$ cat config.mk
export PLATFORM = sky130hd
export DESIGN_NAME = uart_receiver
export DESIGN_NICKNAME = d
export VERILOG_FILES = /design/src/rtl/uart_pkg.sv /design/src/rtl/uart_sync.sv /design/src/rtl/uart_receiver.sv
export SDC_FILE = /design/constraint.sdc
export NUM_CORES = 1
export LEC_CHECK = 0
export ABC_AREA = 1
export BUFFER_PORTS_ARGS = -buffer_cell sky130_fd_sc_hd__buf_2
export CORE_MARGIN = 5
export CORE_UTILIZATION = 37
export CTS_CLUSTER_DIAMETER = 100
export DETAILED_ROUTE_END_ITERATION = 7
export PLACE_DENSITY = 0.56
export SYNTH_ARGS = -nofsm -noshare
export SYNTH_HDL_FRONTEND = slang
export SYNTH_SLANG_ARGS = --single-unit
$ cat constraint.sdc
create_clock -name clk -period 1.75 [get_ports clk]
set_input_delay 0.0875 -clock clk [delete_from_list [all_inputs] [get_ports clk]]
set_output_delay 0.0875 -clock clk [all_outputs]
set_load 0.03 [all_outputs]
$ cat src/rtl/uart_pkg.sv
// Shared UART definitions: receiver state encoding, default frame geometry
// and the oversample-counter width helper used by the receive and transmit paths.
package uart_pkg;

    typedef enum logic [2:0] {
        ST_IDLE,
        ST_START,
        ST_DATA,
        ST_STOP,
        ST_BREAK
    } rx_state_e;

    localparam int OVERSAMPLE_DEFAULT = 16;
    localparam int DATA_BITS_DEFAULT  = 8;

    // Width of a counter that walks through one bit period of oversample ticks.
    function automatic int CNT_W(input int oversample);
        return $clog2(oversample);
    endfunction

endpackage

$ cat src/rtl/uart_sync.sv
// Two-flop synchronizer for a single asynchronous input, with a selectable
// value loaded on reset so an idle line does not look like activity.
module uart_sync #(
    parameter logic RESET_VAL = 1'b0
) (
    input  logic clk,
    input  logic reset,
    input  logic d,
    output logic q
);

    logic meta_q, meta_d;
    logic sync_q, sync_d;

    // Next-state of the chain: each stage takes the one before it.
    always_comb begin
        meta_d = d;
        sync_d = meta_q;
    end

    // Synchronizer stages with synchronous reset to the idle value.
    // NOTE: clocked state uses <= so every flop samples pre-edge values; = here would collapse the chain into one stage.
    always_ff @(posedge clk) begin
        if (reset) begin
            meta_q <= RESET_VAL;
            sync_q <= RESET_VAL;
        end else begin
            meta_q <= meta_d;
            sync_q <= sync_d;
        end
    end

    assign q = sync_q;

endmodule

$ cat src/rtl/uart_receiver.sv
// 8N1-style UART receiver: oversamples the synchronized rx line on rxClk
// enable ticks, recovers frames, and hands bytes to the host with
// ready / frame_err / overrun status.
module uart_receiver
    import uart_pkg::*;
#(
    parameter int OVERSAMPLE = OVERSAMPLE_DEFAULT,
    parameter int DATA_BITS  = DATA_BITS_DEFAULT
) (
    input  logic                 clk,
    input  logic                 reset,
    input  logic                 rxClk,
    input  logic                 rx,
    input  logic                 ready_clr,
    output logic [DATA_BITS-1:0] data,
    output logic                 ready,
    output logic                 frame_err,
    output logic                 overrun,
    output logic                 busy
);

    localparam int                CNT_BITS = CNT_W(OVERSAMPLE);
    localparam int                IDX_W    = (DATA_BITS > 1) ? $clog2(DATA_BITS) : 1;
    localparam logic [CNT_BITS-1:0] CNT_HALF = CNT_BITS'(OVERSAMPLE / 2 - 1);
    localparam logic [CNT_BITS-1:0] CNT_LAST = CNT_BITS'(OVERSAMPLE - 1);
    localparam logic [IDX_W-1:0]    IDX_LAST = IDX_W'(DATA_BITS - 1);

    logic rx_s;

    rx_state_e            state_q, state_d;
    logic [CNT_BITS-1:0]  cnt_q, cnt_d;
    logic [IDX_W-1:0]     bit_idx_q, bit_idx_d;
    logic [DATA_BITS-1:0] shift_q, shift_d;
    logic [DATA_BITS-1:0] data_q, data_d;
    logic                 ready_q, ready_d;
    logic                 frame_err_q, frame_err_d;
    logic                 overrun_q, overrun_d;

    uart_sync #(.RESET_VAL(1'b1)) u_rx_sync (
        .clk   (clk),
        .reset (reset),
        .d     (rx),
        .q     (rx_s)
    );

    // Frame FSM, bit timing and host-side flags; the FSM only advances on ticks.
    always_comb begin
        // NOTE: every signal gets its hold value first, so no path through the case leaves one unassigned and no latch is inferred.
        state_d     = state_q;
        cnt_d       = cnt_q;
        bit_idx_d   = bit_idx_q;
        shift_d     = shift_q;
        data_d      = data_q;
        ready_d     = ready_q;
        frame_err_d = frame_err_q;
        overrun_d   = overrun_q;

        // Host acknowledge acts every cycle; a completing frame below overrides it.
        if (ready_clr) begin
            ready_d   = 1'b0;
            overrun_d = 1'b0;
        end

        if (rxClk) begin
            unique case (state_q)
                ST_IDLE: begin
                    if (!rx_s) begin
                        state_d = ST_START;
                        cnt_d   = '0;
                    end
                end
                ST_START: begin
                    if (cnt_q == CNT_HALF) begin
                        if (!rx_s) begin
                            state_d   = ST_DATA;
                            cnt_d     = '0;
                            bit_idx_d = '0;
                        end else begin
                            state_d = ST_IDLE;
                        end
                    end else begin
                        cnt_d = cnt_q + 1'b1;
                    end
                end
                ST_DATA: begin
                    if (cnt_q == CNT_LAST) begin
                        // LSB arrives first, so shifting right lands it in bit 0 at the end.
                        shift_d = DATA_BITS'({rx_s, shift_q} >> 1);
                        cnt_d   = '0;
                        if (bit_idx_q == IDX_LAST) begin
                            state_d = ST_STOP;
                        end else begin
                            bit_idx_d = bit_idx_q + 1'b1;
                        end
                    end else begin
                        cnt_d = cnt_q + 1'b1;
                    end
                end
                ST_STOP: begin
                    if (cnt_q == CNT_LAST) begin
                        cnt_d = '0;
                        if (rx_s) begin
                            data_d      = shift_q;
                            frame_err_d = 1'b0;
                            ready_d     = 1'b1;
                            // An unacknowledged byte is being overwritten, unless the host acks on this very cycle.
                            if (ready_q && !ready_clr) begin
                                overrun_d = 1'b1;
                            end
                            state_d = ST_IDLE;
                        end else begin
                            frame_err_d = 1'b1;
                            state_d     = ST_BREAK;
                        end
                    end else begin
                        cnt_d = cnt_q + 1'b1;
                    end
                end
                ST_BREAK: begin
                    // Wait for the line to return high so a held-low line yields one error, not a stream of frames.
                    if (rx_s) begin
                        state_d = ST_IDLE;
                    end
                end
                default: begin
                    state_d = ST_IDLE;
                end
            endcase
        end
    end

    // State and output registers with synchronous active-high reset.
    always_ff @(posedge clk) begin
        if (reset) begin
            // NOTE: the shift register is cleared with the rest; it is a handful of flops, not a memory array, so resetting it is cheap and keeps state deterministic.
            state_q     <= ST_IDLE;
            cnt_q       <= '0;
            bit_idx_q   <= '0;
            shift_q     <= '0;
            data_q      <= '0;
            ready_q     <= 1'b0;
            frame_err_q <= 1'b0;
            overrun_q   <= 1'b0;
        end else begin
            state_q     <= state_d;
            cnt_q       <= cnt_d;
            bit_idx_q   <= bit_idx_d;
            shift_q     <= shift_d;
            data_q      <= data_d;
            ready_q     <= ready_d;
            frame_err_q <= frame_err_d;
            overrun_q   <= overrun_d;
        end
    end

    assign data      = data_q;
    assign ready     = ready_q;
    assign frame_err = frame_err_q;
    assign overrun   = overrun_q;
    assign busy      = (state_q != ST_IDLE);

endmodule

==> results of run 1 <==
-- layer usage --
layer,wire length (um),global-route usage
met5,0,0
met4,37,0.0543
met3,165,0.0313
met2,1340,0.220
met1,1170,0.138
-- timing repair --
item,4_1_cts,5_1_grt
buffers inserted,0,0
hold buffers,1,0
hold endpoints to repair,1,0
-- metrics by stage --
step | worst slack [ns] | hold slack [ns] | instance area, sq um | utilization
after detailed placement | 0.248 | 0.275 | 1490 | 0.413
after floorplan | 0.403 | 0.191 | 1360 | -
final | 0.218 | 0.0626 | 1590 | 0.440
after global placement | 0.301 | 0.273 | 1490 | 0.413
after CTS | 0.229 | 0.0611 | 1590 | 0.440
after global routing | 0.00380 | 0.104 | 1590 | 0.440
-- synthesized netlist by cell type (3+ instances only) --
cell	instances
a21oi_1	8
clkbuf_1	3
dfxtp_1	31
ha_1	3
inv_1	12
nand2_1	23
nand2_2	3
nand3_1	13
nor2_1	44
nor2_2	3
nor2_4	3
o21ai_0	19
-- worst max-delay path: stages, from the launching register on --
cell     delay [ns]
dfxtp_1        0.38
ha_1           0.21
nand2_1        0.08
nor2_1         0.19
nor2_2         0.09
nor2_4         0.14
nand2_1        0.11
o21ai_0        0.16
nor2_1         0.06
-- cell usage in the layout, fill, tap and decap left out --
master         count
o21ai_2            1
a31o_2             1
nand2_1           23
nand3_1           13
nand4_1            2
or2_2              2
inv_2              1
inv_1             12
buf_2             16
a31oi_1            1
a21oi_1            8
o21ai_0           19
nor2_2             3
dlygate4sd3_1      1
o21ai_1            2
clkinv_2           1
a21oi_2            1
xnor2_1            1
dfxtp_1           31
clkbuf_8           6
clkinv_4           1
nand2_4            1
nor2_4             3
nor2_1            44
nand2_2            3
ha_1               3
nand3b_1           1
o211ai_1           2
-- state kept, by name (all words and copies together), names as in the netlist --
name and flops:
bit_idx_q 3, cnt_q 4, data 8, frame_err 1, overrun 1, ready 1, shift_q 8, state_q 3
u_rx_sync.meta_q 1, u_rx_sync.q 1
-- how the worst max path moves through the flow --
stage,endpoint,slack (ns),depth (start not counted)
finish,state_q[2]$_SDFFE_PP0P_,0.22,8
global route,state_q[2]$_SDFFE_PP0P_,0.004,8
CTS,state_q[2]$_SDFFE_PP0P_,0.23,8
detailed placement,state_q[2]$_SDFFE_PP0P_,0.25,8
global placement,data[1]$_SDFFE_PP0P_,0.30,8
floorplan,state_q[2]$_SDFFE_PP0P_,0.40,8
-- kinds of logic after synthesis --
group           count (synthesis)
fa+ha+maj                       3
simple gates                   95
xor+xnor                        1
compound gates                 35
flops                          31
buf+inv                        17
-- final cells by class --
cell class | count | area [sq um]
Fill cell | 381 | 2020
Multi-Input combinational cell | 134 | 671
Sequential cell | 31 | 621
Timing Repair Buffer | 17 | 90.1
Clock buffer | 6 | 82.6
Tap cell | 48 | 60.1
Inverter | 14 | 57.6
Clock inverter | 1 | 5.00
-- power by group --
part,internal (mW),switching (mW),leakage [nW],total [mW]
sequential,0.719,0.0223,0.251,0.741
clock,0.308,0.250,0.0470,0.558
combinational,0.0428,0.0878,0.424,0.131
total,1.07,0.360,0.722,1.43
==> flow_summary.json, run 1 <==
{
  "outcome": "finished, final reports clean",
  "r2r_slack_ns": 0.22,
  "firstDrtPassIters": 4,
  "clock_path_buffers": 2,
  "grt_pass1_vias": 1218,
  "finalHoldViolCount": 0,
  "drcViolationCount": 0,
  "rr_endpoint": "state_q[2]$_SDFFE_PP0P_",
  "post-route-period-util": 0.875,
  "start_util": 0.377,
  "diodes": 0,
  "grt_pass1_wl_um": 5030,
  "rsz0062_at_grt": "no",
  "fmax_ghz": 0.653,
  "report.final.slew_viol_count": 0,
  "synth_area_sq_mm": 0.00136,
  "layout-drive-gt1-share": 0.197,
  "critPathMaxFanout": 6,
  "die_h_um": 70.6,
  "yosysSeqAreaShare": 0.456,
  "drv_cap": 0,
  "finalSetupTns_ns": 0,
  "skew_ns": 0.0103,
  "die_x_um": 70.6,
  "irDropWorstVdd_mv": 0.452,
  "synth_xor_area_frac": 0.00644,
  "synth_top_family_by_area": "simple AND/OR/NAND/NOR gates",
  "hold_class": "in -> reg",
  "clk_latency_ns": 0.28,
  "tightest_slew_ns": 0.550,
  "power_mw": 1.43,
  "antenna_left": 0,
  "yosysWarnings": 0,
  "drt_iter0_markers": 49,
  "worstReg2RegStart": "cnt_q[0]$_SDFFE_PP0P_",
  "rows": 22,
  "final_net_count": 211,
  "stdcell_count": 251,
  "htreeDepth": 2,
  "root_buffer": "clkbuf_8",
  "fin_crit_ns": 1.53,
  "fp.coreArea_sq_mm": 0.00361,
  "cts_resized": 0,
  "synth_top_area_share": 0.456,
  "cts-buffers-inserted": 5,
  "grt_overflow": 0,
  "cp-start-kind": "flop",
  "synth_compound_area_frac": 0.142,
  "synth_fa_ha_area_frac": 0.0276,
  "critPathCaptureType": "flop",
  "antenna_found_initial": 0,
  "cp.required_ns": 1.91,
  "vias": 1224,
  "reg2reg_depth": 8,
  "hold_depth": 4,
  "wl_per_cell_um": 10.8,
  "synth_area_leaders": "dfxtp_1 (46%), nor2_1 (12%), o21ai_0 (7.0%)",
  "hpwl_um": 1980,
  "gr-usage-all-layers": 0.123,
  "synth_cell_types": 25,
  "vias_per_cell": 4.88,
  "synthToLayoutAreaGrowth_pct": 16.7,
  "cts_tree": "done",
  "synth_area_leader_cell": "dfxtp_1",
  "placedCellCount": 243,
  "synthSimpleGateAreaFrac": 0.317,
  "cp_data_arrival_time_ns": 1.69,
  "syn-num-nets": 190,
  "whs_endpoint": "overrun$_SDFF_PP0_",
  "power.density_mw_per_mm2": 901,
  "finalSetupViolations": 0,
  "p_leak_nw": 0.722,
  "relSlewSlack": 0.633,
  "clkTransAtPathRegs_ns": 0.07,
  "wirelength_um": 2720,
  "crit_type": "reg -> reg",
  "dieArea_sq_mm": 0.00499,
  "syn_avg_cell_area_sq_um": 7.47,
  "gp_congestion": 0.791,
  "synth_mux_area_frac": 0,
  "ys_seq_elements": 31,
  "synth_cells": 182,
  "pin_count": 17,
  "critPathLaunch": "cnt_q[0]$_SDFFE_PP0P_",
  "hp-start": "ready_clr",
  "port-buffer-count": 16,
  "synth_edf_count": 0,
  "grt_max_degree": 24,
  "synth-async-reset-ratio": 0,
  "cts_sinks": 31,
  "synth-main-ff-cell": "dfxtp_1"
}
Note: power is estimated with default switching activity, not from simulation.
==> run 2: changes to the inputs <==
BUFFER_PORTS_ARGS = -buffer_cell sky130_fd_sc_hd__buf_4   (was -buffer_cell sky130_fd_sc_hd__buf_2)
==> run 2 against run 1 <==
Wire length grew 7.2%. Die area is the same. Utilization grew 1.0 points. Power shrank 1.0%. Via count grew 0.57%. Sequential share of layout area shrank 0.87 points. Non-clock buffer count is the same. Global-route usage grew 0.74 points. Critical endpoint is now state_q[0]$_SDFFE_PP0P_. Highest routed layer unchanged.
==> flow_summary.json, run 2 (synthesis gave the netlist of run 1 again) <==
{
  "outcome": "finished, final reports clean",
  "synthToLayoutAreaGrowth_pct": 19.3,
  "p_leak_nw": 0.719,
  "cpLargestDelayFamily": "simple AND/OR/NAND/NOR gates",
  "rows": 22,
  "drcViolationCount": 0,
  "clock_path_buffers": 2,
  "root_buffer": "clkbuf_8",
  "tightest_slew_ns": 0.545,
  "dieArea_sq_mm": 0.00499,
  "cp_data_arrival_time_ns": 1.68,
  "clk_latency_ns": 0.28,
  "critPathLaunch": "cnt_q[0]$_SDFFE_PP0P_",
  "grt_pass1_wl_um": 5170,
  "die_x_um": 70.6,
  "gp_congestion": 0.785,
  "hold_depth": 2,
  "drt_iter0_markers": 69,
  "antenna_left": 0,
  "cp_slowest_stage_delay_ns": 0.37,
  "final_common_cell": "nor2_1",
  "relSlewSlack": 0.636,
  "start_util": 0.377,
  "hold_class": "in -> reg",
  "place_ws_ns": 0.253,
  "finalSetupTns_ns": 0,
  "cp.required_ns": 1.92,
  "critPathMaxFanout": 6,
  "slowest_stage": "dfxtp_1",
  "wl_per_cell_um": 11.6,
  "die_h_um": 70.6,
  "layout_setup_ws_ns": 0.238,
  "hp-start": "reset",
  "power.density_mw_per_mm2": 872,
  "drv_cap": 0,
  "rsz0062_at_grt": "no",
  "firstDrtPassIters": 5,
  "report.final.slew_viol_count": 0,
  "wirelength_um": 2910,
  "skew_ns": 0.00391,
  "fin_crit_ns": 1.51,
  "path_buf_inv": 0,
  "rr_endpoint": "state_q[0]$_SDFFE_PP0P_",
  "layout_common_cells": "nor2_1 (43), dfxtp_1 (31), nand2_1 (23), o21ai_0 (19), buf_4 (16)",
  "grt_overflow": 0,
  "nFillCells": 381,
  "power_mw": 1.42,
  "cp-start-kind": "flop",
  "finalHoldViolCount": 0,
  "hpwl_um": 2060,
  "whs_endpoint": "bit_idx_q[1]$_SDFFE_PP0P_",
  "fin_util": 0.450,
  "grt_pass1_vias": 1211,
  "cts-buffers-inserted": 5,
  "diodes": 0,
  "r2r_slack_ns": 0.24,
  "irDropWorstVdd_mv": 0.327,
  "port-buffer-count": 16,
  "postCtsSetupRepairBufs": 0,
  "vias_per_cell": 4.88,
  "pin_count": 17,
  "crit_chain": "ha_1, nand2_1, nor2_2, nor2_2, nor2_4, nand2_1, o21ai_0, nor2_1",
  "layout-drive-gt1-share": 0.196,
  "cts_sinks": 31,
  "reg2reg_depth": 8,
  "dpl_cell_area_sq_mm": 0.00153,
  "stdcell_area_sq_mm": 0.00162,
  "vias": 1231,
  "finalSetupViolations": 0,
  "gr-usage-all-layers": 0.131,
  "crit_type": "reg -> reg",
  "fmax_ghz": 0.661,
  "post-route-period-util": 0.864,
  "worstReg2RegStart": "cnt_q[0]$_SDFFE_PP0P_",
  "htreeDepth": 2,
  "antenna_found_initial": 0,
  "fp.coreArea_sq_mm": 0.00361,
  "critPathCaptureType": "flop",
  "grt_max_degree": 24,
  "final_net_count": 211,
  "clkTransAtPathRegs_ns": 0.06,
  "cts_tree": "done"
}
-- run 2: changes by cell type in the layout (fill, tap and decap cells not counted) --
| cell | change |
|---|---|
| buf_2 | -16 |
| buf_4 | +16 |
| clkbuf_1 | +2 |
| clkbuf_8 | -1 |
| nor2_1 | -1 |
| nor2_2 | +1 |
-- run 2: worst max-delay path by stage --
stage | to | slack (ns) | cells past startpoint
floorplan | state_q[2]$_SDFFE_PP0P_ | 0.40 | 8
global placement | state_q[2]$_SDFFE_PP0P_ | 0.28 | 8
detailed placement | state_q[2]$_SDFFE_PP0P_ | 0.25 | 8
CTS | state_q[0]$_SDFFE_PP0P_ | 0.18 | 8
global route | state_q[2]$_SDFFE_PP0P_ | 0.03 | 8
finish | state_q[0]$_SDFFE_PP0P_ | 0.24 | 8
-- run 2: report_power, final --
group / internal [mW] / switching (mW)
logic: 0.0486 / 0.0905
clock network: 0.278 / 0.255
registers: 0.719 / 0.0229
total: 1.05 / 0.369
-- run 2: what timing repair did --
item | CTS | global route
endpoints found under the setup margin | 0 | 1
endpoints found under the hold margin | 1 | 0
hold buffers | 1 | 0
resized for setup | 0 | 1
-- run 2: cell type report --
| class | instances | area [sq um] | area share |
|---|---|---|---|
| repair buffers | 17 | 130 | 0.0802 |
| well taps | 48 | 60.1 | 0.0370 |
| clock inverters | 1 | 5.00 | 0.00308 |
| clock buffers | 7 | 76.3 | 0.0470 |
| flip-flops and latches | 31 | 621 | 0.382 |
| inverters | 14 | 57.6 | 0.0355 |
| multi-input cells | 134 | 673 | 0.415 |
-- run 2: routing by layer --
metal  vias up  global-route usage  part of all wire
li1        636                   -                 -
met1       561               0.144              0.41
met2        29               0.221              0.51
met3         5              0.0483             0.062
met4         0              0.0647             0.020
met5         -                   0                 0
-- run 2: worst reg2reg max path, stage by stage, from the launching register on --
cell and delay (ns):
dfxtp_1 0.37, ha_1 0.21, nand2_1 0.10, nor2_2 0.16
nor2_2 0.09, nor2_4 0.14, nand2_1 0.11, o21ai_0 0.17
nor2_1 0.06
-- run 2: stage by stage --
step | instances | hold slack, ns
2_1_floorplan | 182 | 0.191
3_3_place_gp | 243 | 0.275
3_5_place_dp | 243 | 0.284
4_1_cts | 252 | 0.0302
5_1_grt | 252 | 0.0279
6_report | 252 | 0.0427
